--- config.mk ---
export PLATFORM = sky130hd
export DESIGN_NAME = binary_mul_acc_5
export DESIGN_NICKNAME = d
export VERILOG_FILES = /design/src/rtl/binary_mul_acc_5.sv
export SDC_FILE = /design/constraint.sdc
export NUM_CORES = 1
export LEC_CHECK = 0
export CORE_MARGIN = 2
export CORE_UTILIZATION = 56
export DETAILED_ROUTE_END_ITERATION = 6
export GPL_TIMING_DRIVEN = 0
export PLACE_DENSITY = 0.94
export SLEW_MARGIN = 30
export SYNTH_ARGS = -nofsm -noshare
export SYNTH_HDL_FRONTEND = slang
export SYNTH_SLANG_ARGS = --single-unit
--- constraint.sdc ---
create_clock -name clk -period 3.7 [get_ports clk]
set_input_delay 0.37 -clock clk [delete_from_list [all_inputs] [get_ports clk]]
set_output_delay 0.37 -clock clk [all_outputs]
set_load 0.03 [all_outputs]
--- src/rtl/binary_mul_acc_5.sv ---
// Accumulation stage for the 5x5 multiplier product stream: sums a frame of
// unsigned terms with saturation and presents the result over valid/ready.
module binary_mul_acc_5 #(
  parameter int P_W     = 10,
  parameter int ACC_W   = 12,
  parameter int MAX_LEN = 16,
  parameter int CNT_W   = $clog2(MAX_LEN + 1)
) (
  input  logic             clk,
  input  logic             rst_n,
  input  logic             en,
  input  logic [P_W-1:0]   p_in,
  input  logic             p_valid,
  input  logic             p_last,
  output logic             in_ready,
  output logic [ACC_W-1:0] sum,
  output logic [CNT_W-1:0] sum_count,
  output logic             sum_ovf,
  output logic             sum_valid,
  input  logic             sum_ready
);

  typedef enum logic {ACC, OUT} state_t;

  state_t           state;
  logic [ACC_W-1:0] acc;
  logic [CNT_W-1:0] count;
  logic             flag;

  logic [ACC_W:0]   raw;
  logic [ACC_W-1:0] acc_nxt;
  logic             step_ovf;
  logic [CNT_W-1:0] count_nxt;
  logic             beat;
  logic             frame_end;

  assign in_ready = en & (state == ACC);

  // One extra bit on the adder exposes the carry that signals saturation.
  always_comb begin
    raw       = {1'b0, acc} + {{(ACC_W + 1 - P_W){1'b0}}, p_in};
    step_ovf  = raw[ACC_W];
    acc_nxt   = step_ovf ? '1 : raw[ACC_W-1:0];
    count_nxt = count + CNT_W'(1);
    beat      = p_valid & in_ready;
    frame_end = p_last | (count_nxt == CNT_W'(MAX_LEN));
  end

  always_ff @(posedge clk or negedge rst_n) begin
    if (!rst_n) begin
      state     <= ACC;
      acc       <= '0;
      count     <= '0;
      flag      <= 1'b0;
      sum       <= '0;
      sum_count <= '0;
      sum_ovf   <= 1'b0;
      sum_valid <= 1'b0;
    end else if (en) begin
      case (state)
        ACC: begin
          if (beat) begin
            if (frame_end) begin
              sum       <= acc_nxt;
              sum_count <= count_nxt;
              sum_ovf   <= flag | step_ovf;
              sum_valid <= 1'b1;
              acc       <= '0;
              count     <= '0;
              flag      <= 1'b0;
              state     <= OUT;
            end else begin
              acc   <= acc_nxt;
              count <= count_nxt;
              flag  <= flag | step_ovf;
            end
          end
        end
        OUT: begin
          if (sum_ready) begin
            sum_valid <= 1'b0;
            state     <= ACC;
          end
        end
        default: state <= ACC;
      endcase
    end
  end

endmodule

; ---- Word level (Yosys, flattened, before mapping)
; Index checks and enable logic that the tools add are counted.
; Widths: inputs -> output; s select.
[word_totals]
register_bits = 38
elab_cells = 34
inputBits = 16
output_inout_bits = 20
[op_classes]
n_bitwise = 5
eq_ne = 4
reduce_logical = 3
n_mux = 12
n_addsub = 2
[op_table]
columns = cell, n
row1 = $mux 12, 2
row2 = $add 12x10->13, 1
row3 = $reduce_and 4->1, 2
row4 = $mux 1, 7
row5 = $ne 2x2->1 const B, 3
row6 = $add 5x1->5 const B, 1
row7 = $eq 5x5->1 const B, 1
row8 = $mux 5, 1
row9 = $pmux 1 s2, 2
row10 = $reduce_and 3->1, 1
row11 = $and 1x1->1, 2
row12 = $or 1x1->1, 2
row13 = $not 1->1, 1

; ---- Longest topological paths before layout
; Gate-level depths: netlist of run 1.
[logic_depth]
depth_word = 6
mapped_depth = 9
mapped_depth_nobuf = 8

; ---- Least setup slack after synthesis of run 1
; Ideal clock, no wire load.
[synth_timing]
path_kind = input to register
startpoint = input port p_in[0]
endpoint = register acc[7]
stages = 8
slack_ps = 1313
path_buffers = 1
arrival_time_ps = 2263
cell_sequence = ha_1 > fa_1 > a21o_1 > a221o_1 > a41o_1 > nor2b_4 > buf_6 > o31a_1
[synth_via]
elab_chain_len = 3
[synth_rtl]
columns = element, line
row1 = from (decl), 12  ; input logic [P_W-1:0] p_in,
row2 = $add 12x10->13, 41  ; raw = {1'b0, acc} + {{(ACC_W + 1 - P_W){1'b0}}, p_in};
row3 = $mux 12, 43  ; acc_nxt = step_ovf ? '1 : raw[ACC_W-1:0];
row4 = $mux 12, 63  ; if (frame_end) begin
row5 = to (signal assigned), 73  ; acc <= acc_nxt;
row6 = to (decl), 26  ; logic [ACC_W-1:0] acc;
; No other way between the ends.
; A chain may end at the register's enable or synchronous reset.

; ---- Worst setup path after layout of run 1
[layout_timing]
startpoint = input port p_in[0]
endpoint = register acc[6]
; The elaborated chain is that of the path after synthesis.

==> results of run 1 <==
-- cell usage in the layout (no fill, tap or decap), types with 2 or more instances in the layout --
master and n:
and3_1 2, a31oi_1 5, xnor2_1 5, dfrtp_1 38, clkbuf_1 6, nand2_1 42, nand2b_1 2, o22a_1 2
clkbuf_4 5, nand3_1 4, nor2_1 20, and2_1 3, a21oi_1 8, nor3_1 3, nor2b_1 2, o21ai_0 32
xor2_1 5, a21o_1 4, buf_2 3, ha_1 12, clkdlybuf4s50_1 34, o31ai_1 3
-- worst max path at each step --
stage                                  start  slack (ns)  depth (start not counted)                 end
after floorplan                      p_in[0]        1.31                          8  acc[7]$_DFFE_PN0P_
after global placement               p_in[0]        0.74                         10  acc[6]$_DFFE_PN0P_
after detailed placement             p_in[0]        0.72                         10  acc[6]$_DFFE_PN0P_
after CTS                            p_in[0]        1.06                         10  acc[6]$_DFFE_PN0P_
after global routing      acc[0]$_DFFE_PN0P_        0.97                          9  acc[6]$_DFFE_PN0P_
final                                p_in[0]        1.06                         10  acc[6]$_DFFE_PN0P_
-- cell families (layout without fill, tap and decap cells) --
kind of cell               Yosys count  after routing
and+or+nand+nor                     85             85
AOI/OAI and AO/OA                   63             63
xor gates and xnor gates            10             10
DFF                                 38             38
buffers and inverters                9             54
adders and majority gates           13             13
-- sequential cells by signal (all words and copies together) (netlist names) --
signal / cells
count: 5
sum_count: 5
acc: 12
sum: 12
flag: 1
state: 1
sum_ovf: 1
sum_valid: 1
-- worst max-delay path, cell delays in order --
cell and delay (ns):
clkdlybuf4s50_1 0.40, ha_1 0.23, fa_1 0.42, a21o_1 0.21, a221o_1 0.35, a41o_1 0.31, nor2b_4 0.16, buf_6 0.14
nor2_1 0.17, o21ai_0 0.11
-- per-stage QoR --
| step | hold WS, ns | util, % | setup slack, ns | total power, uW |
|---|---|---|---|---|
| 6_report | 0.475 | 74.4 | 1.06 | 1910 |
| 5_1_grt | 0.493 | 74.4 | 0.966 | 2040 |
| 4_1_cts | 0.495 | 74.4 | 1.06 | 1910 |
| 3_5_place_dp | 0.335 | 71.9 | 0.716 | 1620 |
| 3_3_place_gp | 0.461 | 71.2 | 0.735 | 1580 |
| 2_1_floorplan | 0.0744 | - | 1.31 | 1290 |
-- area by class of cell --
class | instances | area [sq um]
clock buffers | 7 | 45.0
clock inverters | 1 | 30.0
multi-input cells | 171 | 1030
well taps | 46 | 57.6
flip-flops and latches | 38 | 951
repair buffers | 37 | 383
plain buffers | 8 | 41.3
fillers | 250 | 875
inverters | 1 | 3.75
-- report_power, final --
group          internal [uW]  total, uW  switching, uW  leakage (uW)
sequential               562        670            107      0.000485
combinational            406        957            551      0.000632
clock                    143        280            137     0.0000395
total                   1110       1910            795       0.00116
-- layer usage --
metal  wire, um  vias to the layer above  part of all wire [%]  track usage [%]
met4         34                        0                  0.77             7.45
met2       2220                       58                    50             40.6
li1           -                      856                     -                -
met5          0                        -                     0                0
met1       1940                      842                    44             30.6
met3        243                        4                   5.5             5.28
==> impl_metrics.yaml, run 1 <==
outcome:
  outcome: "finished, final reports clean"
clocking:
  cts_hold_buf: 1
  postCtsSetupRepairBufs: 0
  cts_tree: "yes"
  cts_max_path_buffers: 2
  clkTransAtPathRegs_ns: 0.11
  htree_levels: 2
  clk-insertion-delay-late_ns: 0.35
  numCtsBuffers: 5
  cts_root_buf: "clkbuf_4"
  cts-resized-gates: 0
  cts.sinks: 38
floorplanning:
  ios: 36
  die_area_sq_mm: 0.00411
  die_width_um: 64.1
  core_area_sq_mm: 0.00342
  rows: 21
  die_y_um: 64.1
  initial_utilization_pct: 59.3
synthesis:
  synth-compound-area-share_pct: 19.1
  avgSynthCellArea_sq_um: 9.29
  ys_ff_latch: 38
  yosysWarnings: 0
  synth_flop_cell: "dfrtp_1"
  synth_area_leaders: "dfrtp_1, o21ai_0, nand2_1"
  async_flop_share_pct: 100
  yosys.area.top_type: "dfrtp_1"
  synth_cell_types: 40
  synth.top_cell.area_share_pct: 46.9
  synth.cells.most_frequent: "nand2_1, dfrtp_1, o21ai_0, nor2_1, ha_1"
  synth_edf_count: 0
  synth-seq-area-share_pct: 46.9
  synthAdderAreaFrac_pct: 8.40
  synth_top_family_by_area: "compound AO/OA/AOI/OAI gates"
  synth_most_common_cell: "nand2_1"
  muxShareOfSynthArea_pct: 0
  syn_nets: 247
  synth-simple-area-share_pct: 19.0
  synth_xor_area_share_pct: 4.32
  syn_inst: 218
  syn_area_sq_mm: 0.00203
cells_and_area:
  area_growth_pct: 25.4
  finalNonFillerCells: 309
  final_area_sq_mm: 0.00254
  final_nets: 291
  drive_gt1_share_pct: 6.08
  diodes: 0
timing:
  slew_viol_final: 0
  slew_headroom_pct: 59.8
  setup_viol: 0
  worst_slew_pin_slew_ns: 0.601
  fin_crit_sh_pct: 71.4
  fin_setup_tns_ns: 0
  fmax_mhz: 379
  finalHoldViolations: 0
  final.setup_skew_ns: 0.00743
  rsz0062_at_grt: "no"
  period_minus_slack_ns: 2.64
worst_setup_path:
  endpoint_kind: "flip-flop"
  r2r-start: "acc[0]$_DFFE_PN0P_"
  rr_worst_depth: 9
  path_max_fanout: 10
  arrival_ns: 2.88
  regToRegSetupSlack_ns: 1.10
  critical_path_required_ns: 3.94
  r2r-end: "acc[6]$_DFFE_PN0P_"
  cp-start-kind: "input port"
  timing_worst_setup_path_type: "in -> reg"
global_routing:
  overflow: 0
  antenna_found_initial: 0
  grt_max_degree: 23
  grt.total_usage_pct: 23.9
  grt_pass1_vias: 1718
  grt_pass1_wl_um: 7650
routing:
  routed_via_density: 5.70
  vias: 1760
  ant_nets: 0
  wirelength_um: 4440
  drtPass1Iterations: 4
  wire_per_inst_um: 14.4
  drt-initial-drc-count: 128
  drc: 0
place:
  postPlaceCellArea_sq_mm: 0.00246
  gp_congestion: 0.797
  dp_cells: 300
  port_buffers: 35
  post-dp-hpwl_um: 3220
worst_hold_path:
  hold_path_class: "in -> async"
pwr:
  p_per_area_mw_per_mm2: 750
  ir_drop_v: 0.000414
  p_leak_uw: 0.00116
flow_run:
  drv_cap: 0
Power figures use the tool's default switching activity.
==> inputs of run 2 (changes only) <==
CORE_UTILIZATION = 47   (was 56)
PLACE_DENSITY = 0.85   (was 0.94)
clock period = 2.2 ns   (was 3.7 ns; I/O delays follow)
==> run 2 against run 1 <==
The flow now finishes with violations (negative setup slack). Die area is 18% higher. Sequential power is 70% higher. Register-to-register slack worse by 1.2 ns. Combinational power is 96% higher. Global-route usage is 3.6 points lower. Critical path depth is 2 lower. Clock-buffer cell count stayed put. Flip-flop and latch count stayed put. Final cell count is 3.6% higher. Critical path type is now reg -> reg. Largest power group unchanged.
==> impl_metrics.yaml, run 2 (synthesis gave the netlist of run 1 again) <==
timing:
  final.setup_skew_ns: 0.00734
  fin_crit_sh_pct: 106
  period_minus_slack_ns: 2.34
  worst_slew_pin_slew_ns: 0.502
  fmax_mhz: 428
  fin_ws_ns: -0.137
  setup_viol: 22
  slew_headroom_pct: 66.5
  rsz0062_at_grt: "yes"
  slew_viol_final: 0
  finalHoldViolations: 0
worst_setup_path:
  regToRegSetupSlack_ns: -0.14
  cp-start-kind: "flip-flop"
  endpoint_kind: "flip-flop"
  path_max_fanout: 5
  crit_chain: "ha_4 -> fa_2 -> a21o_1 -> a221o_1 -> a41o_1 -> nor2b_4 -> buf_6 -> o31a_1"
  cpPeakStageDelay_ns: 0.42
  cpMaxStageDelayCell: "dfrtp_1"
  arrival_ns: 2.52
  timing_worst_setup_path_type: "reg -> reg"
  critical_path_required_ns: 2.38
global_routing:
  grt.total_usage_pct: 20.3
  grt_max_degree: 29
  antenna_found_initial: 0
  grt_pass1_vias: 1755
  overflow: 0
  grt_pass1_wl_um: 7960
place:
  post-dp-hpwl_um: 3240
  dp_cells: 304
  gp_congestion: 0.777
  postPlaceCellArea_sq_mm: 0.00246
  port_buffers: 35
  dpl_worst_slack_ns: -0.498
clocking:
  cts.sinks: 38
  cts_tree: "yes"
  cts_root_buf: "clkbuf_8"
  clkTransAtPathRegs_ns: 0.07
  clk-insertion-delay-late_ns: 0.29
  numCtsBuffers: 5
  htree_levels: 2
  cts_max_path_buffers: 2
routing:
  vias: 1770
  routed_via_density: 5.53
  drc: 0
  wirelength_um: 4660
  wire_per_inst_um: 14.6
  drtPass1Iterations: 4
  ant_nets: 0
  drt-initial-drc-count: 128
flow_run:
  drv_cap: 0
cells_and_area:
  fillers: 336
  reg_top3: "acc x12, sum x12"
  final_area_sq_mm: 0.00275
  area_growth_pct: 35.8
  drive_gt1_share_pct: 18.1
  final_common_cell: "nand2_1"
  finalNonFillerCells: 320
  final_cell_mix: "nand2_1, dfrtp_1, clkdlybuf4s50_1"
  diodes: 0
  regArea_sq_um: 951
  final_nets: 298
  multiInputGateArea_sq_mm: 0.00116
floorplanning:
  rows: 23
  die_width_um: 69.7
  initial_utilization_pct: 49.6
  core_area_sq_mm: 0.00409
  ios: 36
  die_area_sq_mm: 0.00485
  die_y_um: 69.7
worst_hold_path:
  hold_path_class: "in -> async"
pwr:
  ir_drop_v: 0.000756
  p_per_area_mw_per_mm2: 1280
  p_leak_uw: 0.00122
outcome:
  outcome: "finished, violations left"
  violations: "negative setup slack"
==> run 2: cell types whose count changed in the layout (fill, tap and decap cells not counted), sizes merged <==
| cell | previous run | this run |
|---|---|---|
| clkinv | 0 | 1 |
| buf | 5 | 12 |
| bufinv | 1 | 0 |
==> run 2: worst paths after layout <==
kind / start / end / depth (start not counted)
max: acc[0]$_DFFE_PN0P_ / acc[7]$_DFFE_PN0P_ / 8
min: rst_n / sum_ovf$_DFFE_PN0P_ / 2
max reg2reg: acc[0]$_DFFE_PN0P_ / acc[7]$_DFFE_PN0P_ / 8
min reg2reg: sum_count[1]$_DFFE_PN0P_ / sum_count[1]$_DFFE_PN0P_ / 2
max in group asynchronous: rst_n / sum_count[2]$_DFFE_PN0P_ / 3
min in group clk: sum_count[1]$_DFFE_PN0P_ / sum_count[1]$_DFFE_PN0P_ / 2
==> run 2: layout make-up <==
class                      instances  share of cell area, %
sequential                        38                   34.6
tap                               50                   2.27
multi-input combinational        171                   42.3
timing repair buffer              44                   15.8
buffer                             8                   1.50
clock inverter                     1                  0.182
clock buffer                       7                   3.14
inverter                           1                  0.227
==> run 2: metal layers <==
layer | vias up | wire, um | global-route usage, %
met5 | - | 0 | 0
li1 | 870 | - | -
met2 | 46 | 2220 | 33.3
met4 | 0 | 98 | 7.26
met3 | 11 | 211 | 3.78
met1 | 843 | 2130 | 27.0
==> run 2: critical path: cells and delay by family (launching register included) <==
family / cells / cell delay (ns)
AOI/OAI and AO/OA: 4 / 0.98
adders and majority gates: 2 / 0.52
DFF: 1 / 0.42
and+or+nand+nor: 1 / 0.16
buffers and inverters: 1 / 0.14
==> run 2: power breakdown <==
part           switching [uW]  internal (uW)
registers                 191            947
logic                    1040            845
clock network             245            253
==> run 2: repair_timing <==
item / CTS / global route
pin swaps: 3 / 11
endpoints found under the setup margin: 24 / 34
hold endpoints to repair: 10 / 0
gates cloned: 1 / 0
hold buffers: 1 / 0
resized for setup: 12 / 37
setup buffers: 3 / 3
==> run 2: through the flow <==
step	setup TNS [ns]	power [uW]	utilization [%]	hold WS, ns
2_1_floorplan	-0.0467	2180	-	-0.0756
3_3_place_gp	-9.79	2670	59.8	0.463
3_5_place_dp	-10.58	2730	60.2	0.111
4_1_cts	-2.57	3330	64.1	0.332
5_1_grt	-2.86	3760	67.3	0.350
6_report	-1.14	3520	67.3	0.338
==> inputs of run 3 (changes only) <==
ABC_AREA = 1   (was default)
CORE_UTILIZATION = 48   (was 47)
==> run 3 against run 2 <==
Highest routed layer unchanged. Combinational power is 18% lower. The flow now finishes without violations. Die area is 9.1% higher. Sequential power is 7% lower. Sequential share of layout area is 1.3 points lower. Register-to-register slack better by 0.32 ns. Hold slack better by 0.075 ns. Synthesized cell count is 39% higher. Critical endpoint is now sum[4]$_DFFE_PN0P_. Maximum frequency is 16% higher. Clock power is 47% higher. Wire length is 7.8% higher. Flip-flop and latch count stayed put. Final area is 3.8% higher.
==> impl_metrics.yaml, run 3 <==
outcome:
  outcome: "finished, final reports clean"
cells_and_area:
  final_cell_mix: "nand2_1, dfrtp_1, clkdlybuf4s50_1"
  final_area_sq_mm: 0.00286
  reg_top3: "acc x12, sum x12"
  finalNonFillerCells: 402
  final_nets: 376
  final_common_cell: "nand2_1"
  postLayoutCoreUtil_pct: 61.7
  area_growth_pct: 25.9
  diodes: 0
  drive_gt1_share_pct: 8.62
floorplanning:
  die_width_um: 72.7
  die_area_sq_mm: 0.00529
  ios: 36
  rows: 25
  initial_utilization_pct: 49.0
  core_area_sq_mm: 0.00463
  die_y_um: 72.7
global_routing:
  antenna_found_initial: 0
  grt.total_usage_pct: 21.2
  grt_max_degree: 21
  grt_pass1_wl_um: 8750
  grt_pass1_vias: 2030
  overflow: 0
place:
  gp_congestion: 0.899
  dp_cells: 393
  dpl_worst_slack_ns: -0.0990
  post-dp-hpwl_um: 3750
  port_buffers: 35
  postPlaceCellArea_sq_mm: 0.00271
clocking:
  htree_levels: 2
  cts_max_path_buffers: 2
  cts-resized-gates: 0
  numCtsBuffers: 5
  clkTransAtPathRegs_ns: 0.09
  cts_root_buf: "clkbuf_8"
  postCtsSetupRepairBufs: 0
  cts.sinks: 38
  clk-insertion-delay-late_ns: 0.31
  cts_tree: "yes"
synthesis:
  avgSynthCellArea_sq_um: 7.49
  yosysWarnings: 0
  synth_cell_types: 28
  yosys.area.top_type: "dfrtp_1"
  synth_area_leaders: "dfrtp_1, nand2_1, ha_1"
  synth_most_common_cell: "nand2_1"
  async_flop_share_pct: 100
  synth_edf_count: 0
  synth_flop_cell: "dfrtp_1"
  syn_area_sq_mm: 0.00227
  synth.cells.most_frequent: "nand2_1, dfrtp_1, inv_1, nand3_1, nor2_1"
  synth-seq-area-share_pct: 41.9
  syn_inst: 303
  syn_nets: 332
  synth.top_cell.area_share_pct: 41.9
  ys_ff_latch: 38
worst_setup_path:
  timing_worst_setup_path_type: "reg -> reg"
  critical_path_required_ns: 2.40
  arrival_ns: 2.21
  path_max_fanout: 10
  cp-start-kind: "flip-flop"
  endpoint_kind: "flip-flop"
routing:
  ant_nets: 0
  wirelength_um: 5030
  routed_via_density: 5.03
  vias: 2022
  wire_per_inst_um: 12.5
  drtPass1Iterations: 5
  drc: 0
  drt-initial-drc-count: 136
pwr:
  p_per_area_mw_per_mm2: 1170
  ir_drop_v: 0.000574
  p_leak_uw: 0.00155
timing:
  final.setup_skew_ns: 0.0119
  period_minus_slack_ns: 2.02
  fin_ws_ns: 0.183
  finalHoldViolations: 0
  worst_slew_pin_slew_ns: 0.508
  worst_hold_slack_ns: 0.413
  slew_headroom_pct: 66.2
  fmax_mhz: 496
  rsz0062_at_grt: "no"
  setup_viol: 0
  fin_crit_sh_pct: 91.7
  slew_viol_final: 0
worst_hold_path:
  hold_path_class: "in -> async"
flow_run:
  drv_cap: 0
[run 3: changes by cell type after synthesis, moves of 5 or more]
cell,previous run,this run
a31oi_1,5,0
inv_1,1,33
nand2_1,42,137
nand3_1,4,20
nor2_1,20,14
o21ai_0,32,7
xnor2_1,5,0
[run 3: repair_timing]
action | CTS | global route
setup endpoints to repair | 0 | 0
hold buffers | 1 | 0
hold endpoints to repair | 18 | 0
[run 3: path summary, 6_finish.rpt]
kind	start	end	slack, ns	cells after the start
max	acc[0]$_DFFE_PN0P_	sum[4]$_DFFE_PN0P_	0.18	9
min	rst_n	acc[5]$_DFFE_PN0P_	0.41	2
max reg2reg	acc[0]$_DFFE_PN0P_	sum[4]$_DFFE_PN0P_	0.18	9
min reg2reg	sum[6]$_DFFE_PN0P_	sum[6]$_DFFE_PN0P_	0.48	2
max in group asynchronous	rst_n	state$_DFFE_PN0P_	1.32	3
min in group clk	sum[6]$_DFFE_PN0P_	sum[6]$_DFFE_PN0P_	0.48	2
[run 3: critical path: stages (launching register included)]
cell	delay (ns)
dfrtp_1	0.38
ha_1	0.23
fa_1	0.45
nand3_1	0.16
nand3_2	0.11
nand2_1	0.11
buf_4	0.19
nand3_1	0.14
nand2_1	0.09
nand2_1	0.05
[run 3: kinds of logic (layout without fill, tap and decap cells)]
logic type,after synthesis,in the layout,share of synthesized area (%)
buf+inv,41,86,8.27
compound gates,22,22,6.34
simple gates,185,185,34.1
fa+ha+maj,13,13,7.50
flops,38,38,41.9
xor+xnor,4,4,1.88
[run 3: stage by stage]
step | power [uW] | TNS, ns
global route | 3570 | 0
floorplan | 2090 | 0
global placement | 2560 | -1.42
finish | 3330 | 0
CTS | 3350 | 0
detailed placement | 2600 | -1.03
[run 3: final cells by class]
cell class / instances / area [sq um]
Buffer: 6 / 56.3
Clock buffer: 5 / 68.8
Clock inverter: 3 / 68.8
Fill cell: 423 / 1770
Inverter: 35 / 131
Multi-Input combinational cell: 224 / 1130
Sequential cell: 38 / 951
Tap cell: 54 / 67.6
Timing Repair Buffer: 37 / 383
[run 3: layer usage]
layer / vias to the layer above / share of wire (%) / GRT usage (%)
met5: - / 0 / 0
met4: 0 / 1.8 / 8.23
met3: 8 / 4.1 / 4.83
met2: 54 / 49 / 35.5
met1: 929 / 45 / 26.7
li1: 1031 / - / -
[run 3: power breakdown]
part           internal (uW)  leakage [uW]  switching [uW]
clock                    455     0.0000683             276
sequential               915      0.000497             144
combinational            609      0.000987             936
